==> config.mk <==
export PLATFORM = sky130hd
export DESIGN_NAME = instruction_mem
export DESIGN_NICKNAME = d
export VERILOG_FILES = /design/src/rtl/instruction_mem.sv
export SDC_FILE = /design/constraint.sdc
export NUM_CORES = 1
export LEC_CHECK = 0
export BUFFER_PORTS_ARGS = -buffer_cell sky130_fd_sc_hd__clkbuf_2
export CAP_MARGIN = 10
export CORE_UTILIZATION = 46
export DETAILED_ROUTE_END_ITERATION = 8
export GPL_TIMING_DRIVEN = 0
export HOLD_SLACK_MARGIN = 0.06
export SYNTH_ARGS = -nofsm -noshare
export SYNTH_HDL_FRONTEND = slang
export SYNTH_SLANG_ARGS = --single-unit
==> constraint.sdc <==
create_clock -name clk -period 3.4 [get_ports clk]
set_clock_uncertainty 0.05 [all_clocks]
set_input_delay 1.02 -clock clk [delete_from_list [all_inputs] [get_ports clk]]
set_output_delay 1.02 -clock clk [all_outputs]
set_load 0.02 [all_outputs]
==> src/rtl/instruction_mem.sv <==
// Loadable instruction memory for the fetch stage: program is written in LOAD,
// fetched synchronously in RUN; unwritten or out-of-range entries read as halt.
module instruction_mem #(
  parameter int unsigned     INST_W  = 9,
  parameter int unsigned     OP_W    = 5,
  parameter int unsigned     ADDR_W  = 16,
  parameter int unsigned     DEPTH   = 64,
  parameter logic [OP_W-1:0] HALT_OP = 5'b11010
) (
  input  logic              clk,
  input  logic              rst,
  input  logic              load_en,
  input  logic [ADDR_W-1:0] load_addr,
  input  logic [INST_W-1:0] load_data,
  input  logic              start,
  input  logic              fetch_en,
  input  logic [ADDR_W-1:0] pc,
  output logic [INST_W-1:0] instruction,
  output logic              inst_valid,
  output logic              halted,
  output logic              load_err,
  output logic              running
);

  localparam int unsigned       IDX_W     = (DEPTH > 1) ? $clog2(DEPTH) : 1;
  localparam logic [INST_W-1:0] HALT_WORD = {HALT_OP, {(INST_W-OP_W){1'b0}}};
  // One extra bit so DEPTH = 2^ADDR_W is still representable in the range test.
  localparam logic [ADDR_W:0]   DEPTH_X   = (ADDR_W+1)'(DEPTH);

  typedef enum logic {
    ST_LOAD,
    ST_RUN
  } state_t;

  state_t state_q, state_d;

  logic [INST_W-1:0] mem [DEPTH];
  logic [DEPTH-1:0]  written;

  logic              load_ok;
  logic              pc_ok;
  logic [IDX_W-1:0]  load_idx;
  logic [IDX_W-1:0]  pc_idx;
  logic [INST_W-1:0] fetch_word;

  assign load_idx = load_addr[IDX_W-1:0];
  assign pc_idx   = pc[IDX_W-1:0];
  assign load_ok  = (state_q == ST_LOAD) && load_en && ({1'b0, load_addr} < DEPTH_X);
  assign pc_ok    = {1'b0, pc} < DEPTH_X;
  assign running  = (state_q == ST_RUN);

  always_comb begin
    state_d = state_q;
    if (state_q == ST_LOAD && start) begin
      state_d = ST_RUN;
    end
  end

  always_comb begin
    fetch_word = HALT_WORD;
    if (pc_ok && written[pc_idx]) begin
      fetch_word = mem[pc_idx];
    end
  end

  always_ff @(posedge clk) begin
    if (rst) begin
      state_q <= ST_LOAD;
    end else begin
      state_q <= state_d;
    end
  end

  // Array contents are never reset; the written map masks stale data.
  always_ff @(posedge clk) begin
    if (load_ok) begin
      mem[load_idx] <= load_data;
    end
  end

  always_ff @(posedge clk) begin
    if (rst) begin
      written     <= '0;
      instruction <= HALT_WORD;
      inst_valid  <= 1'b0;
      halted      <= 1'b0;
      load_err    <= 1'b0;
    end else begin
      if (load_ok) begin
        written[load_idx] <= 1'b1;
      end
      if (load_en && !load_ok) begin
        load_err <= 1'b1;
      end
      if (fetch_en) begin
        if (state_q == ST_RUN) begin
          instruction <= fetch_word;
          inst_valid  <= 1'b1;
          if (fetch_word[INST_W-1 -: OP_W] == HALT_OP) begin
            halted <= 1'b1;
          end
        end else begin
          instruction <= HALT_WORD;
          inst_valid  <= 1'b0;
        end
      end
    end
  end

endmodule

==> summary.md <==
| Metric | Value |
|---|---|
| Final #Nets | `1522` |
| Final Non-Filler Cells | `2221` |
| Synth Area in XOR/XNOR | `0` |
| Final core occ | `0.5319` |
| Reg2reg setup slack | `0.24 ns` |
| Required time of the critical path | `about 3.9 ns` |
| Post-Synth Simple-Gate Area | `0.04805` |
| Worst Reg-to-Reg Cells | `5` |
| Post-DP HPWL | `46060 microns` |
| I/O pins | `59` |
| Net count after synthesis | `1384` |
| CTS Sinks | `653` |
| Async SR Flop Fraction | `0` |
| Crit path arrival time | `3.82 ns` |
| Top cell type's share of synthesized area | `0.6862` |
| Core area | `~54000 sq um` |
| Synth top area cells | `edfxtp_1 (69%), mux4_2 (13%), dfxtp_1 (6.1%)` |
| Number of synthesized flops with an enable pin | `576` |
| Num rows | `85` |
| Clock Latency Late Sink | `about 0.60 ns` |
| Vias in the first global route | `~13k` |
| Sequential share of the synthesized area | `0.7473` |
| CTS tree | `built` |
| Grt total ovfl | `0` |
| Final min period | `between 3 and 4 ns` |
| Post-route ant nets | `0` |
| Synthesized area | `25210 sq um` |
| Clk Tree Root Cell | `clkbuf_16` |
| R2r endpoint | `mem[22][7]$_DFFE_PP_` |
| Worst-case hold slack | `about 0.42 ns` |
| Final worst path period share | `0.9910` |
| Total of max-cap violations | `0` |
| Main combinational cell family by area after synthesis | `multiplexers` |
| #FFs+latches synth | `653` |
| Least-Margin Pin Slew | `around 1.2 ns` |
| Share of layout cells above drive strength 1 | `0.2493` |
| DIE AREA | `55740 sq um` |
| Slew headroom | `0.1757` |
| Hold Path Origin | `written[0]$_SDFFE_PP0P_` |
| Most frequent cells after synthesis | `edfxtp_1 (576), nor2_1 (189), mux4_2 (141)` |
| Hold Path Depth | `2` |
| Routed len/inst | `31.42 microns` |
| Leak | `9.275 nW` |
| Hold Path Class | `flip-flop to flip-flop` |
| Die Ht | `236.1 microns` |
| Port-buffer cells | `52` |
| Router iterations before antenna repair | `5` |
| CP startpoint kind | `input pin` |
| CTS max path bufs | `3` |
| Adder-cell share of the synthesized area | `0` |
| Via count | `13.62k` |
| Max Slew Vio Count | `0` |
| Global-route wire length before repair | `around 99000 microns` |
| Multiplexer area fraction after synthesis | `0.1482` |
| Vias per inst | `6.130` |
| Post-route DRC | `0` |
| Dominant cell type by area after synthesis | `edfxtp_1` |
| Synth cell types | `between 50 and 60` |
| Routability cong. | `0.9469` |
| P per Cell Area | `576.5 nW/um^2` |
| Initial core utilization | `0.4666` |
| CP max FO | `10` |
| Synth Warn # | `0` |
| Area Growth Syn to Fin | `14.00%` |
| Fmax achieved | `296.8 MHz` |
| Setup Viol. Count Final | `0` |
| Main synth FF type | `edfxtp_1` |
| Largest net degree at the start of global routing | `65` |
| Dpl cell area | `26430 sq um` |
| Post-Syn Instances | `1338` |
| Iter 0 DRT Violations | `1926` |
| Post-route cell area | `28740 sq um` |
| Hold Crit Endpoint | `written[0]$_SDFFE_PP0P_` |
| Outcome | `completed` |
| DP Cell Count | `2093` |
| TritonCTS Buffers | `69` |
| WL final | `69780 microns` |
| H-tree Lvls | `3` |
| Most frequent cell after synthesis | `edfxtp_1` |
| Post-CTS Hold Buffers | `0` |
| Filler cells | `~4.3k` |
| WS Path Type | `input pin to flip-flop` |
| Worst r2r src | `running$_SDFFE_PP0P_` |
| Maximum vdd drop | `0.3914 mV` |
| Initial antenna violation count | `0` |
| Die width | `236.1 microns` |
| Synth Area in Compound Gates | `0.04065` |
| Total GRT Usage | `0.2557` |
| CTS clk-pin slew, worst paths | `0.06 ns` |
| Crit. End Element | `flip-flop` |
| Number of hold violations in the final report | `0` |
| Post-Syn Area per Cell | `18.84 sq um` |
| Setup TNS | `0 ns` |
-- layout by cell type, fill, tap and decap left out, types with 4 or more instances in the layout --
cell type	count
nor2b_1	8
buf_6	15
buf_2	15
o21ba_2	14
o22ai_1	5
a31oi_1	4
a22oi_1	51
a22o_1	6
mux4_1	5
nand3_1	13
clkinv_1	16
clkbuf_8	5
o21ai_0	10
nor2_1	188
buf_4	14
clkbuf_1	38
nand2_1	29
clkbuf_4	10
a21oi_1	25
nor3_1	5
nand2b_1	5
clkinv_2	6
mux2_2	6
dfxtp_1	77
edfxtp_1	576
mux2i_1	36
or3_1	4
nand4_1	5
clkbuf_2	58
mux4_2	141
buf_12	9
nor4_1	5
clkbuf_16	71
a21boi_0	4
-- per-stage QoR --
stage | worst slack, ns | total power (W)
after floorplan | 0.4148 | 0.009308
after global placement | -1.091 | 0.009717
after detailed placement | -1.105 | 0.009734
after CTS | 0.003387 | 0.01662
after global routing | -0.002218 | 0.01697
final | 0.03055 | 0.01657
-- worst max-delay path, stage by stage --
cell and delay [ns]:
clkbuf_2 0.09, buf_2 0.28, buf_2 0.37, buf_2 0.42
mux4_2 0.36, a211o_1 0.34, o2111ai_1 0.11, nand4_1 0.31
nand4b_1 0.32, o22ai_2 0.16
-- metal layers --
layer  vias up  part of all wire  global-route usage
met5         -                 0                   0
met4         0             0.034             0.08596
met3       119             0.095             0.05617
met2       685              0.46              0.3898
met1      7150              0.41              0.3666
li1       5661                 -                   -
-- sequential cells by signal, indices dropped and copies added, names as in the netlist --
register     flops
mem            576
written         64
running          1
inst_valid       1
load_err         1
halted           1
instruction      9
-- kinds of logic (layout without fill, tap and decap cells) --
family / after synthesis / in the layout
AO/OA/AOI/OAI: 139 / 139
AND/OR/NAND/NOR: 281 / 281
multiplexers: 188 / 188
buffers and inverters: 77 / 263
flip-flops: 653 / 653
other: 0 / 1
-- what timing repair did --
action,in CTS,in global routing
gates resized for setup,14,28
endpoints found under the setup margin,6,6
setup buffers,0,0
-- how the worst max path moves through the flow --
stage | from | depth (start not counted) | slack, ns | to
after floorplan | pc[0] | 9 | 0.41 | instruction[4]$_SDFFE_PP0P_
after global placement | pc[3] | 10 | -1.09 | instruction[2]$_SDFFE_PP0P_
after detailed placement | pc[3] | 10 | -1.11 | instruction[3]$_SDFFE_PP0P_
after CTS | pc[0] | 9 | 0.003 | instruction[2]$_SDFFE_PP0P_
after global routing | pc[2] | 11 | -0.002 | instruction[2]$_SDFFE_PP0P_
final | pc[2] | 10 | 0.03 | halted$_SDFFE_PP0P_
-- final cells by class --
cell class	count	area, sq um	area share
inverter	3	11.26	0.0003919
buffer	73	461.7	0.01607
multi-input combinational	608	5998	0.2087
sequential	653	18840	0.6556
timing repair buffer	68	508.0	0.01768
clock inverter	24	128.9	0.004485
clock buffer	95	1917	0.06670
antenna	1	2.502	0.00008708
tap	696	870.8	0.03030
-- where the power goes --
group	total (W)	internal, W	switching [W]
clock network	0.00697	0.00399	0.00297
logic	0.000882	0.000296	0.000586
registers	0.00872	0.00871	0.00000352
Power figures use the tool's default switching activity.
